[config.mk]
export PLATFORM = sky130hd
export DESIGN_NAME = invaders_video_fetch_flat
export DESIGN_NICKNAME = d
export VERILOG_FILES = /design/src/rtl/invaders_video_fetch_if.sv /design/src/rtl/invaders_video_fetch.sv /design/src/flat_wrapper.sv
export SDC_FILE = /design/constraint.sdc
export NUM_CORES = 1
export LEC_CHECK = 0
export ABC_AREA = 1
export CORE_UTILIZATION = 50
export CTS_BUF_LIST = sky130_fd_sc_hd__clkbuf_8
export CTS_CLUSTER_DIAMETER = 120
export CTS_CLUSTER_SIZE = 24
export DETAILED_ROUTE_END_ITERATION = 10
export PLACE_DENSITY_LB_ADDON = 0.2
export RECOVER_POWER = 25
export REMOVE_ABC_BUFFERS = 1
export SLEW_MARGIN = 0
export SYNTH_ARGS = -nofsm -noshare
export SYNTH_HDL_FRONTEND = slang
export SYNTH_SLANG_ARGS = --single-unit
[constraint.sdc]
create_clock -name Clock -period 1.9 [get_ports Clock]
set_clock_uncertainty 0.15 [all_clocks]
set_input_delay 0.285 -clock Clock [delete_from_list [all_inputs] [get_ports Clock]]
set_output_delay 0.285 -clock Clock [all_outputs]
set_load 0.02 [all_outputs]
[src/rtl/invaders_video_fetch_if.sv]
// invaders_video_fetch_if: work-RAM fetch, raster timing, pixel and interrupt signals of the video stage.
interface invaders_video_fetch_if;
    logic        Pix_Ce;
    logic [7:0]  Ram_out;
    logic [12:0] Vid_Addr;
    logic        Vid_Sel;
    logic        Video;
    logic        HBlank;
    logic        VBlank;
    logic        HSync;
    logic        VSync;
    logic        Irq_Req;
    logic [7:0]  Irq_Vec;
    logic        Irq_Ack;
    modport master (
        input  Pix_Ce, Ram_out, Irq_Ack,
        output Vid_Addr, Vid_Sel, Video, HBlank, VBlank, HSync, VSync, Irq_Req, Irq_Vec
    );
    modport slave (
        output Pix_Ce, Ram_out, Irq_Ack,
        input  Vid_Addr, Vid_Sel, Video, HBlank, VBlank, HSync, VSync, Irq_Req, Irq_Vec
    );
endinterface

[src/rtl/invaders_video_fetch.sv]
// invaders_video_fetch: 256x224 raster timing, one work-RAM byte fetch per 8 pixels,
// 1-bit pixel serialiser and the mid/end-of-screen RST interrupt requests.
module invaders_video_fetch #(
    parameter int          H_TOTAL   = 320,
    parameter int          V_TOTAL   = 262,
    parameter logic [12:0] VRAM_BASE = 13'h0400
) (
    input  logic Clock,
    input  logic Reset,
    invaders_video_fetch_if.master bus
);
    logic [8:0] h, v;
    logic [7:0] hold, shifter;
    logic       fetch, active, h_last, irq_evt;
    always_comb begin
        fetch   = !h[8] && h[2:0] == 3'd0 && v < 9'd224;
        active  = h >= 9'd8 && h <= 9'd263 && v < 9'd224;
        h_last  = h == 9'(H_TOTAL - 1);
        irq_evt = bus.Pix_Ce && h == 9'd0 && (v == 9'd96 || v == 9'd224);
    end
    // Outputs reflect the pixel position seen at the Pix_Ce edge that produced them.
    always_ff @(posedge Clock or posedge Reset) begin
        if (Reset) begin
            h            <= '0;
            v            <= '0;
            hold         <= '0;
            shifter      <= '0;
            bus.Vid_Addr <= '0;
            bus.Vid_Sel  <= 1'b0;
            bus.Video    <= 1'b0;
            bus.HBlank   <= 1'b1;
            bus.VBlank   <= 1'b0;
            bus.HSync    <= 1'b0;
            bus.VSync    <= 1'b0;
            bus.Irq_Req  <= 1'b0;
            bus.Irq_Vec  <= 8'hCF;
        end else begin
            if (bus.Pix_Ce) begin
                h <= h_last ? '0 : h + 9'd1;
                if (h_last)
                    v <= (v == 9'(V_TOTAL - 1)) ? '0 : v + 9'd1;
                bus.Vid_Sel <= fetch;
                if (fetch)
                    bus.Vid_Addr <= VRAM_BASE + {v[7:0], h[7:3]};
                // Vid_Sel still high means this edge ends a fetch, so Ram_out holds its byte.
                if (bus.Vid_Sel)
                    hold <= bus.Ram_out;
                shifter    <= (h[2:0] == 3'd7) ? hold : {1'b0, shifter[7:1]};
                bus.Video  <= shifter[0] & active;
                bus.HBlank <= !(h >= 9'd8 && h <= 9'd263);
                bus.VBlank <= v >= 9'd224;
                bus.HSync  <= h >= 9'd272 && h <= 9'd295;
                bus.VSync  <= v >= 9'd234 && v <= 9'd237;
            end
            if (irq_evt) begin
                bus.Irq_Req <= 1'b1;
                bus.Irq_Vec <= (v == 9'd96) ? 8'hCF : 8'hD7;
            end else if (bus.Irq_Ack)
                bus.Irq_Req <= 1'b0;
        end
    end
endmodule
[src/flat_wrapper.sv]
// flat-port wrapper written by rule: the top's interface ports become plain ports
module invaders_video_fetch_flat 
#(
    parameter int          H_TOTAL   = 320,
    parameter int          V_TOTAL   = 262,
    parameter logic [12:0] VRAM_BASE = 13'h0400
)
  (Clock, Reset, bus_Pix_Ce, bus_Ram_out, bus_Irq_Ack, bus_Vid_Addr, bus_Vid_Sel, bus_Video, bus_HBlank, bus_VBlank, bus_HSync, bus_VSync, bus_Irq_Req, bus_Irq_Vec);
  invaders_video_fetch_if bus_i ();
  input  logic Clock;
  input  logic Reset;
  input wire logic [$bits(bus_i.Pix_Ce)-1:0] bus_Pix_Ce;
  input wire logic [$bits(bus_i.Ram_out)-1:0] bus_Ram_out;
  input wire logic [$bits(bus_i.Irq_Ack)-1:0] bus_Irq_Ack;
  output wire logic [$bits(bus_i.Vid_Addr)-1:0] bus_Vid_Addr;
  output wire logic [$bits(bus_i.Vid_Sel)-1:0] bus_Vid_Sel;
  output wire logic [$bits(bus_i.Video)-1:0] bus_Video;
  output wire logic [$bits(bus_i.HBlank)-1:0] bus_HBlank;
  output wire logic [$bits(bus_i.VBlank)-1:0] bus_VBlank;
  output wire logic [$bits(bus_i.HSync)-1:0] bus_HSync;
  output wire logic [$bits(bus_i.VSync)-1:0] bus_VSync;
  output wire logic [$bits(bus_i.Irq_Req)-1:0] bus_Irq_Req;
  output wire logic [$bits(bus_i.Irq_Vec)-1:0] bus_Irq_Vec;
  assign bus_i.Pix_Ce = bus_Pix_Ce;
  assign bus_i.Ram_out = bus_Ram_out;
  assign bus_i.Irq_Ack = bus_Irq_Ack;
  assign bus_Vid_Addr = bus_i.Vid_Addr;
  assign bus_Vid_Sel = bus_i.Vid_Sel;
  assign bus_Video = bus_i.Video;
  assign bus_HBlank = bus_i.HBlank;
  assign bus_VBlank = bus_i.VBlank;
  assign bus_HSync = bus_i.HSync;
  assign bus_VSync = bus_i.VSync;
  assign bus_Irq_Req = bus_i.Irq_Req;
  assign bus_Irq_Vec = bus_i.Irq_Vec;
  invaders_video_fetch #(.H_TOTAL(H_TOTAL), .V_TOTAL(V_TOTAL), .VRAM_BASE(VRAM_BASE)) u_core (.Clock(Clock), .Reset(Reset), .bus(bus_i));
endmodule
==> reports/qor.txt <==
GLOBAL ROUTE
--------------------------------------------------------------------------------------
Vias in the first global route                                                    2182
Wire length of the first global-routing pass                                   9963 um
Total routing usage reported by global routing                                  20.11%
Number of antenna violations at the first check in global routing                    0
Sum of overflow across all layers after global routing                               0
Pin count of the biggest net entering global routing                                57

FLOORPLAN
--------------------------------------------------------------------------------------
Effective utilization at floorplan                                              51.70%
Core region area                                                              5886 um2
Number of top-level pins                                                            40
Die Y-Extent                                                                  80.01 um
Die Span X                                                                    80.01 um
Die Outline Area                                                              6402 um2
Standard-cell row count                                                             28

SETUP PATH
--------------------------------------------------------------------------------------
CP startpoint                                                             u_core.bus.Vid_Sel$_DFFE_PP0P_
Startpoint types                                                              register
Crit Reg-Reg Startpoint                                                   u_core.h[0]$_DFFE_PP0P_
Category of the most critical setup path                                  register to output pin
Signal arrival time at the worst endpoint                                      1.35 ns
RR Endpoint                                                               u_core.shifter[3]$_DFFE_PP0P_
Top delay family on crit path                                             buffers and inverters
FF-to-FF path depth                                                                  6
Worst stage delay on the critical path                                         0.63 ns
Worst path cell trace                                                     clkdlybuf4s50_1
Type of destination of the critical path                                    output pin
Register-to-register setup slack                                               0.22 ns
Highest net fanout along the worst path                                              3
WP data required                                                               1.46 ns
Number of buffers and inverters on the critical path                                 1
Library cell contributing the largest single delay on the critical path   clkdlybuf4s50_1

SYNTH
--------------------------------------------------------------------------------------
Share of synthesized area occupied by flip-flops and latches                    46.13%
Gate Count Post-Synth                                                              371
Post-synth design cell area                                                   3043 um2
Mean area per synthesized cell                                               8.202 um2
Synthesized flop and latch total                                                    56
Number of distinct library cells after synthesis                                    31
Number of warning messages in the yosys log                                          0

POWER
--------------------------------------------------------------------------------------
PwrDens                                                                   837.7 nW/um2
Cell-internal power                                                           1.925 mW
Worst voltage drop across the vdd grid                                        443.5 uV
Sw power                                                                      1.082 mW
Share of power burned in registers                                               51.0%
Portion of total power attributed to the clock network                           22.3%
Total power                                                                   3.007 mW
Static power due to leakage                                                   1.833 nW
Combinational power share                                                        26.7%
Sw Share                                                                        35.97%

ROUTE
--------------------------------------------------------------------------------------
Detailed-route wire length per cell                                           12.05 um
First-pass detailed-route iteration total                                            4
Via count of the routed design                                                    2404
Avg Vias per Cell                                                                4.936
Detailed Route Iter0 Violations                                                    244
Antenna Nets Post-Route                                                              0
DRC                                                                                  0
Routed Wire Length                                                             5869 um

STA
--------------------------------------------------------------------------------------
Hold Fails Final Rpt                                                                 0
Setup-violating endpoint count in the final report                                   0
Minimum setup slack in the final design                                      0.1180 ns
Worst Max-Slew Pin Slew                                                      0.7457 ns
Slew Limit Headroom                                                             50.29%
Total count of max-transition violations in the final report                         0
Period utilization                                                              93.79%
Maximum clock frequency                                                      561.2 MHz
Setup repair after global routing missed its margin                                 no
Final Critical Period                                                         1.782 ns

WORST HOLD PATH
--------------------------------------------------------------------------------------
Worst hold start                                                          u_core.bus.HBlank$_DFFE_PP1P_
Worst Hold Endpoint                                                       u_core.bus.HBlank$_DFFE_PP1P_
WHS Path Cells                                                                       2
HP Class                                                                  register to register

PLACED DESIGN
--------------------------------------------------------------------------------------
Final estimated routing congestion in global placement                          0.9224
Port Buffer Count                                                                   33
Setup slack after placement                                                -0.04632 ns
Placed cell count                                                                  480
HPWL after DPL                                                                 4278 um

LAYOUT
--------------------------------------------------------------------------------------
Synthesis-to-layout area growth                                                 17.97%
Final standard cell count with taps included and fillers excluded                  487
Final design utilization                                                        60.99%
Count of inserted antenna diode cells                                                0
Proportion of layout cells with a drive suffix above 1                          14.56%
Post-layout nets                                                                   432

CLOCK NETWORK
--------------------------------------------------------------------------------------
Post-CTS Setup Bufs                                                                  0
Number of hold buffers added after CTS                                               0
CTS sink cnt                                                                        56
CTS Buf Count                                                                        5
Clock tree from TritonCTS                                                          yes
Latest clock arrival within the worst-skew pair                                0.31 ns
Buffer depth of the longest clock path                                               2
Resized Gates After CTS                                                              0
Clk slew on worst S/H paths                                                    0.10 ns
H-Tree Depth                                                                         2
Buffer cell driving the clock tree root                                       clkbuf_8

STATUS
--------------------------------------------------------------------------------------
Status                                                                    complete, no violations

RUN
--------------------------------------------------------------------------------------
Reported max-cap violation count                                                     0

-- final cells by class --
cell class,count,area (um2)
repair buffers,47,465.4
inverters,50,188.9
clock inverters,1,8.758
multi-input cells,252,1346
flip-flops and latches,56,1404
clock buffers,6,82.58
fillers,530,2296
well taps,75,93.84
-- stage by stage --
step | hold slack [ns] | instance area, um2 | setup TNS [ns]
4_1_cts | 0.1978 | 3597 | 0
6_report | 0.3179 | 3590 | 0
3_3_place_gp | 0.3085 | 3506 | -0.02303
3_5_place_dp | 0.3058 | 3506 | -0.3650
2_1_floorplan | 0.2248 | 2939 | 0
5_1_grt | 0.3300 | 3590 | 0
-- worst max path at each step --
stage / depth (start not counted) / slack [ns] / end
after floorplan: 1 / 0.1 / u_core.bus.HSync$_DFFE_PP0P_
after global placement: 9 / -0.01 / u_core.v[8]$_DFFE_PP0P_
after detailed placement: 9 / -0.05 / u_core.v[8]$_DFFE_PP0P_
after CTS: 1 / 0.007 / bus_Irq_Vec[3]
after global routing: 1 / 0.04 / bus_Vid_Sel
final: 1 / 0.12 / bus_Vid_Sel
-- cell usage after synthesis, drive strengths merged --
master	instances	area (um2)
dfstp	2	52.55
xnor2	2	17.52
nand4	7	73.82
nand3	24	125.1
o21a	1	7.510
inv	49	183.9
buf	16	115.1
o21ai	35	224.0
clkbuf	1	3.750
clkinv	1	5.000
dfrtp	54	1351
nand2	99	381.6
a21oi	18	90.09
conb	2	7.510
nor2	38	175.2
ha	8	100.1
mux2	8	90.09
nor3	5	30.03
xor2	1	8.760
-- cell families after synthesis --
kind of cell	synth area share, %
AND/OR/NAND/NOR	25.82
AO/OA/AOI/OAI	10.57
XOR/XNOR	0.8636
buffers and inverters	10.11
other	0.2468
flip-flops	46.13
multiplexers	2.961
adder cells (fa/ha/maj)	3.290
-- power by group through the flow --
stage | clock network, mW | registers [mW] | logic, mW
after floorplan | 0 | 1.52 | 0.592
after global placement | 0 | 1.55 | 0.791
after detailed placement | 0 | 1.55 | 0.811
after CTS | 0.699 | 1.53 | 0.816
after global routing | 0.736 | 1.56 | 0.920
final | 0.670 | 1.53 | 0.803
-- layer usage --
metal | vias up | global-route usage [%] | wire, um
li1 | 1242 | - | -
met1 | 1101 | 28.28 | 2854
met2 | 57 | 31.45 | 2709
met3 | 4 | 4.114 | 256
met4 | 0 | 5.357 | 48
met5 | - | 0 | 0
-- flip-flops by register name, summed over array words and instances (netlist names) --
| register | cells |
|---|---|
| u_core.bus.Vid_Addr | 13 |
| u_core.h | 9 |
| u_core.v | 9 |
| u_core.hold | 8 |
| u_core.shifter | 8 |
| u_core.bus.Irq_Vec | 2 |
| u_core.bus.HBlank | 1 |
| u_core.bus.HSync | 1 |
| u_core.bus.Irq_Req | 1 |
| u_core.bus.VBlank | 1 |
| u_core.bus.VSync | 1 |
| u_core.bus.Vid_Sel | 1 |
| u_core.bus.Video | 1 |
-- layout by cell type, fill, tap and decap left out, types with 2 or more instances in the layout --
master            n
a21oi_1          18
buf_12            2
buf_4            11
nand2_1          95
nand2_2           4
clkbuf_8          6
mux2_2            8
conb_1            6
nand4_4           2
ha_1              8
dfstp_2           2
nand3_1          23
dlymetal6s2s_1    2
nor3_1            4
o21ai_2          13
o21ai_1           5
o21ai_0          17
nand4_1           5
clkdlybuf4s50_1  30
dfrtp_1          54
nor2_4            4
inv_1            46
nor2_1           33
xnor2_1           2
inv_2             2
Power figures use the tool's default switching activity.
